<file path="config.mk">
export PLATFORM = sky130hd
export DESIGN_NAME = alu_sequencer
export DESIGN_NICKNAME = d
export VERILOG_FILES = /design/src/rtl/alu_sequencer.sv
export SDC_FILE = /design/constraint.sdc
export NUM_CORES = 1
export LEC_CHECK = 0
export BUFFER_PORTS_ARGS = -buffer_cell sky130_fd_sc_hd__buf_2
export CAP_MARGIN = 25
export CORE_MARGIN = 2
export CORE_UTILIZATION = 56
export CTS_CLUSTER_SIZE = 16
export DETAILED_ROUTE_END_ITERATION = 12
export GPL_TIMING_DRIVEN = 1
export MAX_ROUTING_LAYER = met4
export PLACE_DENSITY = 0.79
export REMOVE_ABC_BUFFERS = 1
export SLEW_MARGIN = 0
export SYNTH_ARGS = -nofsm -noshare
export SYNTH_HDL_FRONTEND = slang
export SYNTH_SLANG_ARGS = --single-unit
export TNS_END_PERCENT = 10
</file>
<file path="constraint.sdc">
create_clock -name CLK -period 3.3 [get_ports CLK]
set_input_delay 0.165 -clock CLK [delete_from_list [all_inputs] [get_ports CLK]]
set_output_delay 0.165 -clock CLK [all_outputs]
set_load 0.1 [all_outputs]
</file>
<file path="src/rtl/alu_sequencer.sv">
// alu_sequencer: buffers 16-bit instruction words in a small FIFO and turns
// them into registered ALU commands, one per cycle. LOADI takes two FIFO
// words: the opcode word and then the immediate it loads.
// Build option: `define ALU_SEQ_TRAP_EN compiles in the overflow trap. A rising
// alu_overflow then parks the sequencer in HALT until clear_trap. Without the
// macro, trap is tied low and the overflow/clear inputs are ignored.
//
// Handshake: a word is taken on a rising CLK edge where instr_valid && instr_ready.
// instr_ready depends only on the FIFO fill level. It never follows instr_valid
// combinationally, and a full FIFO refuses a word even in a cycle that pops.
module alu_sequencer #(
    parameter int FIFO_DEPTH = 4
) (
    input  logic        CLK,
    input  logic        RST_N,
    input  logic        instr_valid,
    input  logic [15:0] instr_data,
    output logic        instr_ready,
    input  logic        flush,
    output logic [5:0]  alu_operation,
    output logic [2:0]  alu_op1_idx,
    output logic [2:0]  alu_op2_idx,
    output logic [2:0]  alu_res_idx,
    output logic [3:0]  alu_params,
    output logic        alu_read_bus,
    output logic [15:0] alu_din,
    input  logic        alu_overflow,
    output logic        busy,
    output logic [15:0] issue_count,
    output logic        trap,
    input  logic        clear_trap,
    output logic [1:0]  dbg_state
);

    localparam int AW = (FIFO_DEPTH > 1) ? $clog2(FIFO_DEPTH) : 1;
    localparam int CW = $clog2(FIFO_DEPTH) + 1;
    localparam logic [CW-1:0] FULL_CNT = CW'(FIFO_DEPTH);
    localparam logic [CW-1:0] ONE_CNT  = CW'(1);

    localparam logic [2:0] CL_LOADI = 3'd6;
    localparam logic [5:0] OP_LOAD  = 6'b100000;

    typedef enum logic [1:0] {
        IDLE  = 2'd0,
        ISSUE = 2'd1,
        IMM   = 2'd2,
        HALT  = 2'd3
    } state_t;

    // Class field to ALU operation; NOP, LOADI and reserved map to zero here.
    function automatic logic [5:0] class_to_op(input logic [2:0] cls);
        case (cls)
            3'd1:    class_to_op = 6'b100001;
            3'd2:    class_to_op = 6'b100010;
            3'd3:    class_to_op = 6'b100100;
            3'd4:    class_to_op = 6'b101000;
            3'd5:    class_to_op = 6'b110000;
            default: class_to_op = 6'b000000;
        endcase
    endfunction

    state_t        state_q, state_d;
    logic [15:0]   mem_q [FIFO_DEPTH];
    logic [AW-1:0] wr_ptr_q, rd_ptr_q;
    logic [CW-1:0] count_q;
    logic          push, pop, last_word, kill;
    logic [15:0]   head;
    logic [5:0]    head_op;
    logic [2:0]    ldi_dst_q, ldi_dst_d;

    logic [5:0]    op_q, op_d;
    logic [2:0]    op1_q, op1_d;
    logic [2:0]    op2_q, op2_d;
    logic [2:0]    res_q, res_d;
    logic [3:0]    params_q, params_d;
    logic          rb_q, rb_d;
    logic [15:0]   din_q, din_d;
    logic          cnt_inc;
    logic [15:0]   issue_count_q;

    logic          ovf_rise, trap_clear, ldi_pend;

`ifdef ALU_SEQ_TRAP_EN
    logic ovf_q, trap_q, ldi_pend_q;

    assign ovf_rise   = alu_overflow && !ovf_q;
    assign trap_clear = clear_trap;
    assign ldi_pend   = ldi_pend_q;
    assign trap       = trap_q;

    // Overflow edge detect, sticky trap flag, and memory of a LOADI parked by HALT
    always_ff @(posedge CLK or negedge RST_N) begin
        if (!RST_N) begin
            ovf_q      <= 1'b0;
            trap_q     <= 1'b0;
            ldi_pend_q <= 1'b0;
        end else begin
            ovf_q <= alu_overflow;
            if (ovf_rise) begin
                trap_q <= 1'b1;
            end else if (clear_trap) begin
                trap_q <= 1'b0;
            end
            if (flush) begin
                ldi_pend_q <= 1'b0;
            end else if (ovf_rise && (state_q != HALT)) begin
                ldi_pend_q <= (state_q == IMM);
            end
        end
    end
`else
    logic unused_trap_inputs;

    assign unused_trap_inputs = alu_overflow ^ clear_trap;
    assign ovf_rise   = 1'b0;
    assign trap_clear = 1'b0;
    assign ldi_pend   = 1'b0;
    assign trap       = 1'b0;
`endif

    assign instr_ready = (count_q != FULL_CNT);
    assign push        = instr_valid && instr_ready;
    assign head        = mem_q[rd_ptr_q];
    assign head_op     = class_to_op(head[15:13]);
    // Popping this word empties the FIFO unless a new word arrives on the same edge.
    assign last_word   = (count_q == ONE_CNT) && !push;
    // flush and a new overflow trap both suppress this cycle's pop and command.
    assign kill        = flush || ovf_rise;

    // FIFO storage write; entries past the read pointer are don't-care, so no reset
    always_ff @(posedge CLK) begin
        if (push && !flush) begin
            mem_q[wr_ptr_q] <= instr_data;
        end
    end

    // FIFO pointers and fill level; flush empties it regardless of push/pop
    always_ff @(posedge CLK or negedge RST_N) begin
        if (!RST_N) begin
            wr_ptr_q <= '0;
            rd_ptr_q <= '0;
            count_q  <= '0;
        end else if (flush) begin
            wr_ptr_q <= '0;
            rd_ptr_q <= '0;
            count_q  <= '0;
        end else begin
            if (push) begin
                wr_ptr_q <= wr_ptr_q + 1'b1;
            end
            if (pop) begin
                rd_ptr_q <= rd_ptr_q + 1'b1;
            end
            count_q <= count_q + CW'(push) - CW'(pop);
        end
    end

    // Next state, pop decision and next ALU command
    always_comb begin
        state_d   = state_q;
        ldi_dst_d = ldi_dst_q;
        pop       = 1'b0;
        cnt_inc   = 1'b0;
        op_d      = '0;
        op1_d     = '0;
        op2_d     = '0;
        res_d     = '0;
        params_d  = '0;
        rb_d      = 1'b0;
        din_d     = '0;

        unique case (state_q)
            IDLE: begin
                // A word pushed this cycle is only visible next cycle.
                if (count_q != '0) begin
                    state_d = ISSUE;
                end
            end
            ISSUE: begin
                if (count_q == '0) begin
                    state_d = IDLE;
                end else begin
                    pop     = 1'b1;
                    state_d = last_word ? IDLE : ISSUE;
                    if (head[15:13] == CL_LOADI) begin
                        ldi_dst_d = head[12:10];
                        state_d   = IMM;
                    end else if (head_op != '0) begin
                        op_d     = head_op;
                        op1_d    = head[9:7];
                        op2_d    = head[6:4];
                        res_d    = head[12:10];
                        params_d = head[3:0];
                        cnt_inc  = 1'b1;
                    end
                end
            end
            IMM: begin
                // The next word is the immediate. Wait here while the FIFO is empty.
                if (count_q != '0) begin
                    pop     = 1'b1;
                    op_d    = OP_LOAD;
                    rb_d    = 1'b1;
                    din_d   = head;
                    res_d   = ldi_dst_q;
                    cnt_inc = 1'b1;
                    state_d = last_word ? IDLE : ISSUE;
                end
            end
            HALT: begin
                if (trap_clear) begin
                    if (ldi_pend) begin
                        state_d = IMM;
                    end else if (count_q != '0) begin
                        state_d = ISSUE;
                    end else begin
                        state_d = IDLE;
                    end
                end
            end
            default: state_d = IDLE;
        endcase

        if (kill) begin
            pop       = 1'b0;
            cnt_inc   = 1'b0;
            ldi_dst_d = ldi_dst_q;
            op_d      = '0;
            op1_d     = '0;
            op2_d     = '0;
            res_d     = '0;
            params_d  = '0;
            rb_d      = 1'b0;
            din_d     = '0;
            // A new trap outranks flush for the state; the trap flag survives flush anyway.
            state_d   = ovf_rise ? HALT : IDLE;
        end
    end

    // FSM state and the destination of the LOADI awaiting its immediate
    always_ff @(posedge CLK or negedge RST_N) begin
        if (!RST_N) begin
            state_q   <= IDLE;
            ldi_dst_q <= '0;
        end else begin
            state_q   <= state_d;
            ldi_dst_q <= ldi_dst_d;
        end
    end

    // Registered ALU command port (zero outside issue cycles) and issue counter
    always_ff @(posedge CLK or negedge RST_N) begin
        if (!RST_N) begin
            op_q          <= '0;
            op1_q         <= '0;
            op2_q         <= '0;
            res_q         <= '0;
            params_q      <= '0;
            rb_q          <= 1'b0;
            din_q         <= '0;
            issue_count_q <= '0;
        end else begin
            op_q     <= op_d;
            op1_q    <= op1_d;
            op2_q    <= op2_d;
            res_q    <= res_d;
            params_q <= params_d;
            rb_q     <= rb_d;
            din_q    <= din_d;
            if (cnt_inc) begin
                issue_count_q <= issue_count_q + 16'd1;
            end
        end
    end

    assign alu_operation = op_q;
    assign alu_op1_idx   = op1_q;
    assign alu_op2_idx   = op2_q;
    assign alu_res_idx   = res_q;
    assign alu_params    = params_q;
    assign alu_read_bus  = rb_q;
    assign alu_din       = din_q;
    assign issue_count   = issue_count_q;
    assign busy          = (count_q != '0) || (state_q != IDLE);
    assign dbg_state     = state_q;

endmodule

</file>
After elaboration in Yosys (flattened, before gate mapping)
Memory sizes are Yosys's and may differ from the RTL's.
Index checks and enable logic that the tools add are counted.
W data, S select, Z words.
{ "totals": {"output_inout_bits": 57, "inputBits": 22, "wordCells": 106, "mem_bits_rw": 64, "mem_count": 1, "reg_bits": 64} }
{ "memory_table": {"columns": ["memory", "words", "width", "read_ports", "rd_clocked_by_memory_dff", "write_ports", "line", "rtl"], "rows": [
  ["mem_q", 4, 16, 1, 0, 1, "63", "logic [15:0] mem_q [FIFO_DEPTH];"]
]} }
{ "classes": {"n_mux": 56, "eq_ne": 14, "n_bitwise": 2, "n_reduce_logical": 15, "add_sub_neg": 5} }
{ "ops": {"columns": ["cell", "n"], "rows": [
  ["$mux W16", 3],
  ["$mux W3", 16],
  ["$mux W6", 5],
  ["$pmux W6 S5", 1],
  ["$mux W4", 5],
  ["$mux W2", 9],
  ["$add A16 B1 Y16 const B", 1],
  ["$mux W1", 12],
  ["$pmux W6 S2", 1],
  ["$eq A3 B3 Y1 const B", 3],
  ["$ne A3 B3 Y1 const B", 3],
  ["$eq A3 B1 Y1 const B", 2],
  ["$eq A3 B2 Y1 const B", 2],
  ["$pmux W2 S3", 1],
  ["$pmux W3 S2", 1],
  ["$reduce_bool A2 Y1", 3],
  ["$reduce_bool A6 Y1", 1],
  ["$add A2 B1 Y2 const B", 2],
  ["$eq A2 B2 Y1 const B", 2],
  ["$pmux W1 S2", 2],
  ["$reduce_and A4 Y1", 1],
  ["$add A3 B1 Y3", 1],
  ["$logic_and A1 B1 Y1", 3],
  ["$logic_not A3 Y1", 1],
  ["other kinds (9)", 11]
]} }

Logic depth before layout (Yosys ltp)
Gate-level depths: netlist of run 1.
{ "logic_depth": {"depth_word": 9, "depth_mapped": 11, "ltp_nobuf": 10} }

Worst setup path before layout of run 1
OpenSTA, ideal clock, no wires.
{ "synth_timing": {"kind": "flip-flop to flip-flop", "start": "register state_q[0], in the netlist dbg_state[0]", "end": "register count_q[2]", "setup_time_ps": 132, "n_path_buf": 1, "required_time_ps": 3168, "path_stages_with_launch": 12, "synth_period_minus_slack_ps": 3085, "setup_slack_ps": 215, "arrival_ps": 2953, "cell_sequence": "dfrtp_1 > inv_1 > ha_1 > nand2b_1 > clkbuf_1 > a21oi_1 > ha_1 > inv_1 > ha_1 > fa_1 > xnor2_1 > nor2_1"} }
{ "synth_via": {"elab_chain_len": 5, "elab_cells_between_ends": 6, "classes_between": "1 x add/sub; 2 x eq/ne; 3 x mux"} }
{ "synth_rtl": {"columns": ["element", "line", "rtl"], "rows": [
  ["from (decl)", "62", "state_t state_q, state_d;"],
  ["from (signal assigned)", "246", "state_q <= state_d;"],
  ["$eq A2 B2 Y1 or $eq A2 B1 Y1 (tied branches)", "172", "unique case (state_q)"],
  ["$pmux W1 S2 (*)", "172", null],
  ["$mux W1 (*)", "224", "if (kill) begin"],
  ["$sub A3 B1 Y3 (*)", "154", "count_q <= count_q + CW'(push) - CW'(pop);"],
  ["$mux W3 (*)", "143", "end else if (flush) begin"],
  ["to (signal assigned)", "154", null],
  ["to (decl)", "65", "logic [CW-1:0] count_q;"]
]} }
Every way passes the cells marked *; elsewhere a longest branch is shown, timed or not.
A chain may end at the register's enable or synchronous reset.

Final worst setup path of run 1
{ "layout_timing": {"start": "register rd_ptr_q[0]", "end": "register issue_count_q[12], in the netlist issue_count[12]"} }
{ "layout_via": {"elab_chain_len": 9, "elab_cells_between_ends": 14, "classes_between": "6 x eq/ne; 6 x mux; 1 x reduce/logical; 1 x memory"} }
{ "layout_rtl": {"columns": ["element", "line", "rtl"], "rows": [
  ["from (decl)", "64", "logic [AW-1:0] wr_ptr_q, rd_ptr_q;"],
  ["from (signal assigned)", "152", "rd_ptr_q <= rd_ptr_q + 1'b1;"],
  ["$mem_v2 Z4 W16 (*)", null, null],
  ["$eq A3 B3 Y1 (tied with other cells)", "52", "case (cls)"],
  ["$pmux W6 S5", "52", null],
  ["$reduce_bool A6 Y1", "188", "end else if (head_op != '0) begin"],
  ["$mux W1", "188", null],
  ["$mux W1 (*)", "185", "if (head[15:13] == CL_LOADI) begin"],
  ["$mux W1 (*)", "180", "if (count_q == '0) begin"],
  ["$pmux W1 S2 (*)", "172", null],
  ["$mux W1 (*)", "224", null],
  ["to (signal assigned)", "271", "issue_count_q <= issue_count_q + 16'd1;"],
  ["to (decl)", "79", "logic [15:0] issue_count_q;"]
]} }
Marks and branches as above.

==> results of run 1 <==
==> cell families after synthesis <==
logic type,count (synthesis),share of synthesized area [%]
buffers and inverters,21,1.77
AND/OR/NAND/NOR,107,11.1
flip-flops,128,69.4
adder cells (fa/ha/maj),12,3.10
AO/OA/AOI/OAI,15,3.10
multiplexers,20,7.98
other,1,0.0738
XOR/XNOR,20,3.45
==> flip-flops by register name, summed over array words and instances (netlist names) <==
signal	cells
mem_q	64
alu_din	16
issue_count	16
alu_operation	6
alu_params	4
alu_op1_idx	3
alu_op2_idx	3
alu_res_idx	3
count_q	3
ldi_dst_q	3
dbg_state	2
rd_ptr_q	2
wr_ptr_q	2
alu_read_bus	1
==> cell usage in the layout (no fill, tap or decap), drive strengths merged, types with 2 or more instances in the layout <==
cell type | synthesis | final
nor2b | 11 | 11
clkinvlp | 0 | 3
mux4 | 16 | 16
and2 | 22 | 22
nor3b | 2 | 2
nand2b | 5 | 5
clkinv | 0 | 9
a31oi | 2 | 2
o21ai | 2 | 2
buf | 3 | 78
dfrtp | 64 | 64
nand3 | 2 | 2
or3 | 3 | 3
and3 | 3 | 3
xnor2 | 6 | 6
dlygate4sd3 | 0 | 19
bufinv | 0 | 2
clkbuf | 7 | 17
inv | 11 | 11
nor3 | 9 | 9
edfxtp | 64 | 64
mux2 | 4 | 4
xor2 | 14 | 14
ha | 11 | 11
a32oi | 3 | 3
nand4 | 4 | 4
a21oi | 3 | 3
nand2 | 17 | 17
nor2 | 26 | 26
==> per-layer routing <==
metal | part of all wire, % | up-vias
met2 | 51 | 102
met1 | 43 | 1529
met5 | 0 | -
li1 | - | 1376
met4 | 1.3 | 0
met3 | 4.6 | 14
==> power breakdown <==
group / internal [mW] / total (mW) / switching (mW)
clock: 1.07 / 1.74 / 0.671
combinational: 0.249 / 0.902 / 0.653
sequential: 1.79 / 1.87 / 0.0763
==> critical path: stages, from the launching register on <==
cell     delay (ps)
dfrtp_1         650
mux4_2          700
or3_4           460
a21oi_2         370
nor3_1          130
xor2_1          170
==> area by class of cell <==
cell class / instances / area, um^2 / area share (%)
Sequential cell: 128 / 3520 / 55.8
Multi-Input combinational cell: 175 / 1470 / 23.2
Timing Repair Buffer: 97 / 588 / 9.32
Clock buffer: 17 / 414 / 6.56
Clock inverter: 14 / 145 / 2.30
Tap cell: 108 / 135 / 2.14
Inverter: 11 / 41.3 / 0.654
==> stage by stage <==
stage | hold slack, ps | total power [mW] | util, % | area (um^2) | worst slack, ps
6_report | 296 | 4.51 | 72.0 | 6310 | 683
5_1_grt | 377 | 4.68 | 72.0 | 6310 | 541
4_1_cts | 313 | 4.54 | 72.0 | 6310 | 636
3_5_place_dp | 305 | 2.78 | 63.5 | 5560 | 696
3_3_place_gp | 299 | 2.75 | 63.5 | 5560 | 738
2_1_floorplan | -131 | 2.58 | - | 5030 | 342
==> path summary, 6_finish.rpt <==
check	start	to
min reg2reg	issue_count[15]$_DFFE_PN0P_	issue_count[15]$_DFFE_PN0P_
max reg2reg	rd_ptr_q[0]$_DFFE_PN0P_	issue_count[12]$_DFFE_PN0P_
max	rd_ptr_q[0]$_DFFE_PN0P_	issue_count[12]$_DFFE_PN0P_
min	RST_N	issue_count[9]$_DFFE_PN0P_
min in group CLK	instr_data[7]	mem_q[3][7]$_DFFE_PP_
max in group asynchronous	RST_N	count_q[0]$_DFF_PN0_
==> results.txt, run 1 <==
- Via Count: 3021
- The run finished with clean final reports.
- STA puts the critical path data arrival time at 2990 ps.
- The number of pins with negative max-slew slack in the final report is 0.
* Final Skew: 6.24 ps
- Setup repair after global routing left no endpoint under its margin.
* Hold bufs inserted after CTS: 19
* Port Buf Inserts: 75
- The first global-routing pass estimated 15800 um of wire.
- Highest attainable clock frequency: 0.382 GHz
- Of all nets on the critical path, the largest fanout is 9.
- Hold/Removal Path Class: in -> async
- Vertical extent of the die: 99.2 um
* Fillers: 555
- Slew of the pin with the lowest slew margin: 874 ps
* Residual DRC count: 0
- Number of DRC markers after the initial detailed-route iteration: 159
* Drt total wl: 9890 um
* Number of routed nets with antenna violations: 0
* Wire length per cell after detailed routing: 18.0 um
- In this run the post-CTS setup repair buffer count came out at 0.
- The initial antenna violation count is 0.
- Measured in cells, the most critical reg-to-reg path has a length of 5.
- After global routing, the most crowded layer is met2.
- In the global route stage, met1 resource usage came out at 27.8%.
- Counting every sink on the clock net gives 128.
- Cells after Synth: 324
- Number of synthesized register bits: 128
- Slack of the worst reg-to-reg path: 680 ps
- Syn-to-layout area delta: 24.3%
* Clock tree buffer depth: 2
* Layout cell share with drive strength beyond 1: 30.8%
- CTS tree: built
- Placed wire-length estimate after detailed placement: 6220 um
- Mean Syn Cell Area: 15.7 um^2
- Number of rows created at floorplan: 34
- Die area: 9850 um^2
- Kind of launch point of the worst setup path: flip-flop
- After global routing the overflow that remains totals 0.
* Areal power density over the cells: 714 nW/um^2
- Clk_lat worst skew: 510 ps
* Summed negative setup slack over all endpoints: 0 ps
- Of the post-synthesis cell area, the dominant cell type holds 37.8%.
- After synthesis, the netlist uses 40 different library cells.
- Number of search-and-repair iterations in the first detailed-routing pass: 4
* Number of hold-slack violations in the final timing report: 0
* Area of the core: 8760 um^2
* Syn. warnings: 0
* MaxCap Viol Count: 0
- Share of flip-flops with an asynchronous set or reset after synthesis: 50.0%
- The worst setup path is captured at a flip-flop.
* Dominant synthesized flop cell: edfxtp_1
- The smallest clock period supported by the final layout is computed as 2620 ps.
* Maximum VDD drop: 0.387 mV
- Number of enable flip-flop cells after synthesis: 64
- Required time reported for the critical path endpoint: 3670 ps
* Antenna diode count: 0
* Count of boundary I/O pins: 79
- Ranked by total cell area, the synthesized netlist is headed by edfxtp_1, dfrtp_1, mux4_2, and2_1, ha_1.
* TritonCTS Buffers: 17
- The number of global-route vias before repair is 3082.
- Global Route met3 Usage: 4.85%
* PostCTS Resize Cnt: 0
- Leak Pwr: 2.78 nW
- At the end of the flow, the number of nets in the layout was 464.
* Setup violations, final: 0
- Detailed-route vias per instance: 5.49
* Starting density of the core: 58.0%
- Clock-pin slew was measured on the worst setup and hold paths at 60 ps.
- RD Place Congestion: 0.845
* Category of the critical setup timing path: reg -> reg
- Non-filler cells, final: 550
- Entering global routing, the biggest net connects 40 pins.
- The die is 99.2 um wide.
* Sequential-to-total area share from yosys stat: 69.4%
- Cells after DPL: 500
- Total track usage: 22.0%
- Met2 track utilization from global routing: 34.7%
* Mapped Area: 5080 um^2
- Largest area contributor in the netlist: edfxtp_1
- The commonest cells after synthesis are dfrtp_1, edfxtp_1, nor2_1.
- In the finished design, the share of the clock period the worst path needs comes to 79.3%.
* H-tree depth: 4
- Measured against its own limit, the worst slew margin works out to 41.5%.
- Root Buffer: clkbuf_8
Power figures use the tool's default switching activity.
==> run 2, diff against run 1 <==
- CORE_UTILIZATION: 56 -> 51
- PLACE_DENSITY: 0.79 -> 0.76
- clock period: 3.3 -> 2.15 ns (I/O delays scaled with it)
==> results.txt, run 2 (synthesis results as in run 1) <==
- Count of nets after finishing: 496 (+6.9%)
- The via count normalized by instance count was 5.11 (-6.9%).
* Residual DRC count: 0 (unchanged)
- Highest attainable clock frequency: 0.467 GHz (+22%)
- The vertical die dimension was 104 um (+4.6%).
* Die area: 10800 um^2 (+9.4%)
- The number of sinks on the clock net was 128 (unchanged).
* Antenna violations before repair: 0 (unchanged)
- Syn-to-layout area delta: 32.2%
- The iteration count of the initial detailed-routing pass was 4 (unchanged).
- Share of the clock period used by the worst path after layout: 99.7% (+20 points)
- Number of routed nets with antenna violations: 0 (unchanged)
- The number of global-route vias before repair came to 3224 (+4.6%).
- Top routing layer used: met4
* Required time reported for the critical path endpoint: 2580 ps (-1090 ps)
- TritonCTS built the clock tree.
- The final worst-path setup slack came to 7.09 ps (-676 ps).
* Slew of the pin with the lowest slew margin: 641 ps (-233 ps)
- Worst-path clk slew: 60 ps (about the same)
* Biggest register: mem_q
- The HPWL after detailed placement was 6510 um (+4.6%).
* Final Skew: 9.02 ps (+2.78 ps)
* Kind of launch point of the worst setup path: flip-flop
* Pins Over Slew Limit: 0 (unchanged)
* Width of the die: 104 um (+4.6%)
- Number of rows created at floorplan: 36 (+5.9%)
- The first-pass GRT wire length was 16700 um (+5.2%).
- Pre-CTS setup slack: -73.8 ps (-770 ps)
- The antenna diode count came to 0 (unchanged).
- Met2 wire length: 5290 um (+4.5%)
* Setup violations, final: 0 (unchanged)
* Met3 wire length: 516 um (+12%)
* Area of the core: 9730 um^2 (+11%)
- RD Place Congestion: 0.824 (-2.5%)
- Wire length per cell after detailed routing: 16.8 um (-6.6%)
* Most common cell after layout, fill and taps aside: buf_2
- The maximum clock path buffer count came to 2 (unchanged).
- Maximum VDD drop: 0.708 mV (+83%)
- The number of buffer cells added on primary ports was 75 (unchanged).
- Leak Pwr: 2.99 nW (+7.7%)
- Starting density of the core: 52.2% (-5.8 points)
- STA classifies the critical path endpoint as a flip-flop.
- TritonCTS Buffers: 17 (unchanged)
- Area of combinational cells with multiple inputs: 1540 um^2 (+5.4%)
- In the layout the commonest cells are buf_2, edfxtp_1, dfrtp_1, buf_4, nor2_1.
* Final global-route overflow total: 0 (unchanged)
* Layout cell share with drive strength beyond 1: 38.9% (+8.2 points)
- The global-route usage over all layers came to 20.8% (-1.1 points).
- The count of final hold-check violations came to 0 (unchanged).
- The number of H-tree levels came to 4 (unchanged).
* Flip-flop count of the largest register, all copies and words added: 64 (unchanged)
- Via Count: 3108 (+2.9%)
- Sequential Area: 3520 um^2 (about the same)
* Maximum net fanout on the critical path: 3 (-6)
- The total power per unit cell area is 1090 nW/um^2 (+52%).
- Category of the critical setup timing path: reg -> reg
- Root Buffer: clkbuf_8
* Largest net degree at the start of global routing: 41 (+2.5%)
- The share of the core filled with cells came to 69.0% (-3.0 points).
* MaxCap Viol Count: 0 (unchanged)
* Fillers: 653 (+18%)
- Slew HR: 57.3% (+16 points)
- The detailed-routing wirelength on met1 was 4330 um (+2.3%).
- The total wire length after detailed routing came to 10200 um (+3.3%).
- Number of DRC markers after the initial detailed-route iteration: 193 (+21%)
- The count of pins on the block boundary came to 79 (unchanged).
- Min Tclk post-route: 2140 ps (-474 ps)
- Arrival time of data at the critical path endpoint: 2580 ps (-410 ps)
- RSZ-0062 raised after global routing: yes
* Outcome: finished, final reports clean
* Clk_lat worst skew: 510 ps (about the same)
* Hold/Removal Path Class: in -> async
run 2: cell types whose count changed in the layout (fill, tap and decap cells not counted), moves of 3 or more:
cell	change
clkinv_4	-4
buf_4	+28
inv_8	+4
ha_1	-3
inv_6	+5
nand2_4	+3
run 2: repair_timing:
| action | CTS | global route |
|---|---|---|
| hold buffers | 20 | 0 |
| gates resized for setup | 10 | 12 |
| pin swaps | 3 | 7 |
| hold endpoints to repair | 97 | 0 |
| buffers inserted | 1 | 2 |
| endpoints found under the setup margin | 31 | 24 |
run 2: final cells by class:
cell class,instances,area share (%)
Clock buffer,17,6.17
Clock inverter,15,2.44
Inverter,11,0.615
Multi-Input combinational cell,175,23.0
Sequential cell,128,52.5
Tap cell,133,2.48
Timing Repair Buffer,129,12.8
run 2: path summary, 6_finish.rpt:
path | from | end | slack [ps] | depth (start not counted)
worst max register to register | count_q[1]$_DFF_PN0_ | count_q[1]$_DFF_PN0_ | 7 | 8
min in group CLK | instr_data[6] | mem_q[2][6]$_DFFE_PP_ | 350 | 2
worst min-delay path | RST_N | issue_count[13]$_DFFE_PN0P_ | 150 | 2
worst min register to register | issue_count[15]$_DFFE_PN0P_ | issue_count[15]$_DFFE_PN0P_ | 470 | 1
worst max-delay path | count_q[1]$_DFF_PN0_ | count_q[1]$_DFF_PN0_ | 7 | 8
max in group asynchronous | RST_N | rd_ptr_q[0]$_DFFE_PN0P_ | 1340 | 3
run 2: layer usage:
metal  vias up  global-route usage, %
met4         0                   6.08
met1      1567                   25.7
met3         7                   5.03
met2        94                   34.7
li1       1440                      -
met5         -                      -
run 2: worst max-delay path, stage by stage, from the launching register on:
cell	delay, ps
dfrtp_1	390
or3_4	440
nand2_4	80
a21oi_2	60
ha_1	270
inv_1	40
ha_2	170
fa_2	510
nor2b_1	120
run 2: power breakdown:
part,switching (mW),internal (mW),leakage (nW)
clock,1.14,1.59,0.281
combinational,1.13,0.605,1.25
sequential,0.0807,2.75,1.46
total,2.34,4.94,2.99
run 2: per-stage QoR:
stage	hold WS, ps	cells	TNS, ps	total power [mW]	instance area (um^2)
6_report	152	608	0	7.29	6710
4_1_cts	158	606	0	7.29	6650
5_1_grt	204	608	-500	7.57	6710
3_5_place_dp	166	553	-537	4.45	5830
2_1_floorplan	-188	314	-33910	3.95	5030
3_3_place_gp	151	553	-196	4.41	5830
